$ cat src/rtl/murmur_dispatch.sv
// Round-robin tuple dispatcher for the murmur hasher array: serial-tags each accepted tuple,
// feeds one-entry lane registers, and flags end-of-stream once every lane has drained.
module murmur_dispatch #(
   parameter int unsigned NUM_HASHER = 8,
   parameter int unsigned SERIAL_W   = 64
) (
   input  logic                                   clk,
   input  logic                                   reset,
   input  logic                                   start,
   input  logic [63:0]                            in_data,
   input  logic                                   in_valid,
   input  logic                                   in_last,
   output logic                                   in_ready,
   output logic [NUM_HASHER-1:0][63:0]            hash_in_data,
   output logic [NUM_HASHER-1:0]                  hash_in_valid,
   input  logic [NUM_HASHER-1:0]                  hash_in_ready,
   output logic [NUM_HASHER-1:0][SERIAL_W-1:0]    hash_in_serialnum,
   output logic [NUM_HASHER-1:0]                  hash_in_last_processed,
   output logic                                   done,
   output logic [SERIAL_W-1:0]                    tuple_count
);

   localparam int unsigned PtrW = (NUM_HASHER > 1) ? $clog2(NUM_HASHER) : 1;

   typedef enum logic [1:0] {StRun, StDrain, StDone} state_e;

   state_e                state;
   logic [PtrW-1:0]       ptr;
   logic [PtrW-1:0]       grant;
   logic [PtrW-1:0]       ptr_next;
   logic                  grant_found;
   logic [NUM_HASHER-1:0] free;
   logic                  accept;

   // A lane draining this cycle can be refilled in the same cycle.
   assign free = ~hash_in_valid | hash_in_ready;

   always_comb begin
      int unsigned idx;
      idx         = 0;
      grant       = ptr;
      grant_found = 1'b0;
      for (int unsigned k = 0; k < NUM_HASHER; k++) begin
         idx = 32'(ptr) + k;
         if (idx >= NUM_HASHER) idx = idx - NUM_HASHER;
         if (!grant_found && free[idx[PtrW-1:0]]) begin
            grant       = idx[PtrW-1:0];
            grant_found = 1'b1;
         end
      end
   end

   assign ptr_next = (grant == PtrW'(NUM_HASHER - 1)) ? '0 : grant + PtrW'(1);
   assign in_ready = (state == StRun) && grant_found && !reset;
   assign accept   = in_valid && in_ready;

   always_ff @(posedge clk) begin
      if (reset) begin
         state                  <= StRun;
         ptr                    <= '0;
         tuple_count            <= '0;
         hash_in_valid          <= '0;
         hash_in_data           <= '0;
         hash_in_serialnum      <= '0;
         hash_in_last_processed <= '0;
         done                   <= 1'b0;
      end else begin
         for (int i = 0; i < NUM_HASHER; i++) begin
            if (accept && (grant == PtrW'(i))) begin
               hash_in_valid[i]     <= 1'b1;
               hash_in_data[i]      <= in_data;
               hash_in_serialnum[i] <= tuple_count;
            end else if (hash_in_valid[i] && hash_in_ready[i]) begin
               hash_in_valid[i] <= 1'b0;
            end
         end

         case (state)
            StRun: begin
               if (accept) begin
                  tuple_count <= tuple_count + SERIAL_W'(1);
                  ptr         <= ptr_next;
                  if (in_last) state <= StDrain;
               end
            end
            StDrain: begin
               if (hash_in_valid == '0) begin
                  state                  <= StDone;
                  hash_in_last_processed <= '1;
                  done                   <= 1'b1;
               end
            end
            StDone: begin
               if (start) begin
                  state                  <= StRun;
                  hash_in_last_processed <= '0;
                  done                   <= 1'b0;
                  tuple_count            <= '0;
                  ptr                    <= '0;
               end
            end
            default: state <= StRun;
         endcase
      end
   end

endmodule

$ cat config.mk
export PLATFORM = sky130hd
export DESIGN_NAME = murmur_dispatch
export DESIGN_NICKNAME = d
export VERILOG_FILES = /design/src/rtl/murmur_dispatch.sv
export SDC_FILE = /design/constraint.sdc
export NUM_CORES = 2
export LEC_CHECK = 0
export CORE_AREA = 4 4 458 460
export CTS_CLUSTER_DIAMETER = 50
export DETAILED_ROUTE_END_ITERATION = 16
export DIE_AREA = 0 0 462 464
export GPL_ROUTABILITY_DRIVEN = 0
export PLACE_DENSITY_LB_ADDON = 0.2
export SYNTH_ARGS = -nofsm -noshare
export SYNTH_HDL_FRONTEND = slang
export SYNTH_SLANG_ARGS = --single-unit
$ cat constraint.sdc
create_clock -name clk -period 5.4 [get_ports clk]
set_input_delay 0.81 -clock clk [delete_from_list [all_inputs] [get_ports clk]]
set_output_delay 0.81 -clock clk [all_outputs]
set_load 0.01 [all_outputs]
==> metrics.txt <==
H-tree Lvls 4; Core Area 206000 um2; Setup crit end kind output port; Syn. warnings 0; commonest non-fill, non-tap cell in the layout clkdlybuf4s50_1; Max-Cap Viols 0; Resize count post-CTS 0; vias per inst 4.88; total gr overflow 0; Setup Skew 0.0673 ns; DRT iter0 DRCs 3873; initial antenna violation count 6; nets@finish 6248; Placement Rows 167; via count 43800; Mapped Cells 5321; critical-path maximum fanout 20; min-delay src reset; pwr/cell area 339 nW/um2; Synth Register Bits 1102; detail-routed net length per standard cell 25.5 um; R2R depth 14; Final Hold Viols 0; Final ANT Viol Nets 0; Num CTS Buffers 155; first-pass detailed-route iteration total 5; drt drc 0; unrepaired setup endpoints after global routing false; I/O Pins 1183; worst skew pair latency 0.81 ns; Sw Ratio 28.9%; Comb pwr share 11.8%; DP Wirelength 152000 um; final setup TNS 0 ns; fin area 63300 um2; first-pass GRT wire length 321000 um; post-synth top area cell dfxtp_1; number of post-CTS setup repair buffers 0; Slew headroom 22.8%; worst setup margin 0.394 ns; status finished, final reports clean; CTS Root Cell clkbuf_16; Critical Path RT 4.59 ns; DR top layer met4; fin. max-slew vios 0; net count after synthesis 5407; final period utilization 92.7%; Max Buffers Root-to-Sink 3; Worst-path clk slew 0.06 ns; min Tclk post-route 5.01 ns; reg2reg end hash_in_data[323]; sw power 6.18 mW; routed length on met3 19400 um; FF-to-FF Start ptr[0]; post-synthesis cell area 43800 um2; Internal Power 15.2 mW; number of global-route vias before repair 41400; Critical Setup Path Class reg2out; CP Data Arrival Time 4.20 ns; static leakage 19.5 nW; Layout area overhead 44.4%; largest net degree at the start of global routing 186; Achievable Freq 0.200 GHz; gr usage total 20.2%; CTS Hold Bufs 0; Initial Util 21.3%; filler cell count 21700; area post-placement 57900 um2; sequential element share of the synthesized area 50.4%; Netlist cell types 65; share of layout cells above drive strength 1 10.5%; startpoint types flip-flop; Clk pwr share 49.3%; hold depth 2; M1 wire length 91700 um; flop-to-flop setup slack 0.64 ns; VDD IR max 0.295 mV; top-area cell type share of the netlist area 50.4%; commonest non-fill, non-tap cells in the layout 1181 x clkdlybuf4s50_1, 1102 x dfxtp_1, 976 x a21oi_1; die area 214000 um2; Post-synth ARST share 0%; metal2 WL 109000 um; Slew @ Worst Pin 1.16 ns; Most used DFF post-synth dfxtp_1; number of enable flip-flop cells after synthesis 0; CTS tree yes; Seq pwr share 38.8%; wirelength, routed 229000 um; Area contributors post-synth dfxtp_1 50%, a21oi_1 11%, o21ai_0 8.9%; Sink Count 1102; worst hold path endpoint hash_in_serialnum[56]; Port Buf Inserts 1182; pre-CTS setup slack 0.396 ns; Die Y 464 um; die width 462 um; HP Class in2reg; Avg Cell Area, Syn 8.23 um2; Final setup viols 0
-- worst max-delay path, cell delays in order, from the launching register on --
cell	delay [ns]
dfxtp_1	0.35
buf_4	0.24
ha_1	0.23
xnor2_1	0.67
a2111oi_0	0.27
a211o_1	0.41
nor3_1	0.28
nand2_1	0.16
o21a_1	0.25
clkdlybuf4s50_1	0.57
-- stage by stage --
stage,utilization [%],hold WS [ns],cells,power (mW)
6_report,30.7,0.431,8993,21.4
2_1_floorplan,-,0.481,5321,9.92
3_3_place_gp,28.1,0.440,8709,11.0
5_1_grt,30.7,0.400,8993,22.2
4_1_cts,30.7,0.370,8990,21.7
3_5_place_dp,28.1,0.446,8709,11.0
-- cell families (layout without fill, tap and decap cells) --
logic type | after synthesis | in the layout | synth area share [%]
XOR/XNOR | 55 | 55 | 1.10
other | 0 | 3 | 0
buffers and inverters | 704 | 1669 | 7.27
AO/OA/AOI/OAI | 1912 | 1912 | 23.2
flip-flops | 1102 | 1102 | 50.4
AND/OR/NAND/NOR | 1518 | 1518 | 17.1
adder cells (fa/ha/maj) | 9 | 9 | 0.257
multiplexers | 21 | 21 | 0.749
-- synthesized netlist by cell type, drive strengths merged (10+ instances only) --
cell     instances
nor2b           19
o21ai          777
o2111ai         15
a21oi         1052
clkbuf         394
and2            10
a2111oi         27
xnor2           51
inv             20
nand2          563
nand4           12
nand2b          15
nor2            63
dfxtp         1102
nor3            10
buf            287
nand3          785
-- final cells by class --
cell class | count | area, um2 | area share [%]
Antenna cell | 3 | 7.51 | 0.0119
Tap cell | 2704 | 3380 | 5.35
Timing Repair Buffer | 1365 | 13700 | 21.7
Multi-Input combinational cell | 3515 | 18600 | 29.4
Sequential cell | 1102 | 22100 | 34.9
Clock inverter | 73 | 950 | 1.50
Clock buffer | 208 | 4380 | 6.92
Inverter | 23 | 103 | 0.162
-- worst max-delay path by stage --
stage	startpoint	endpoint	slack, ns	cells after the start
after floorplan	hash_in_ready[4]	hash_in_serialnum[221]	1.14	17
after global placement	hash_in_ready[5]	hash_in_data[72]	0.43	14
after detailed placement	hash_in_ready[0]	hash_in_data[72]	0.40	14
after CTS	ptr[0]	in_ready	0.38	9
after global routing	ptr[0]	in_ready	0.05	8
final	ptr[0]	in_ready	0.39	9
-- state kept, by name (all words and copies together), names as in the netlist --
name                    count
hash_in_valid               8
hash_in_serialnum         512
ptr                         3
hash_in_data              512
tuple_count                64
state                       2
hash_in_last_processed      1
-- power groups by stage --
stage | clock network [mW] | registers [mW] | logic [mW]
6_report | 10.6 | 8.32 | 2.53
5_1_grt | 11.1 | 8.33 | 2.69
4_1_cts | 10.8 | 8.32 | 2.54
3_5_place_dp | 0 | 8.49 | 2.54
3_3_place_gp | 0 | 8.49 | 2.55
2_1_floorplan | 0 | 8.53 | 1.39
-- metal layers --
| metal | global-route usage, % | up-vias |
|---|---|---|
| met5 | 0 | - |
| met4 | 7.34 | 0 |
| met3 | 6.33 | 306 |
| met2 | 33.5 | 1641 |
| met1 | 24.4 | 21700 |
| li1 | - | 20200 |
Note: power is estimated with default switching activity, not from simulation.
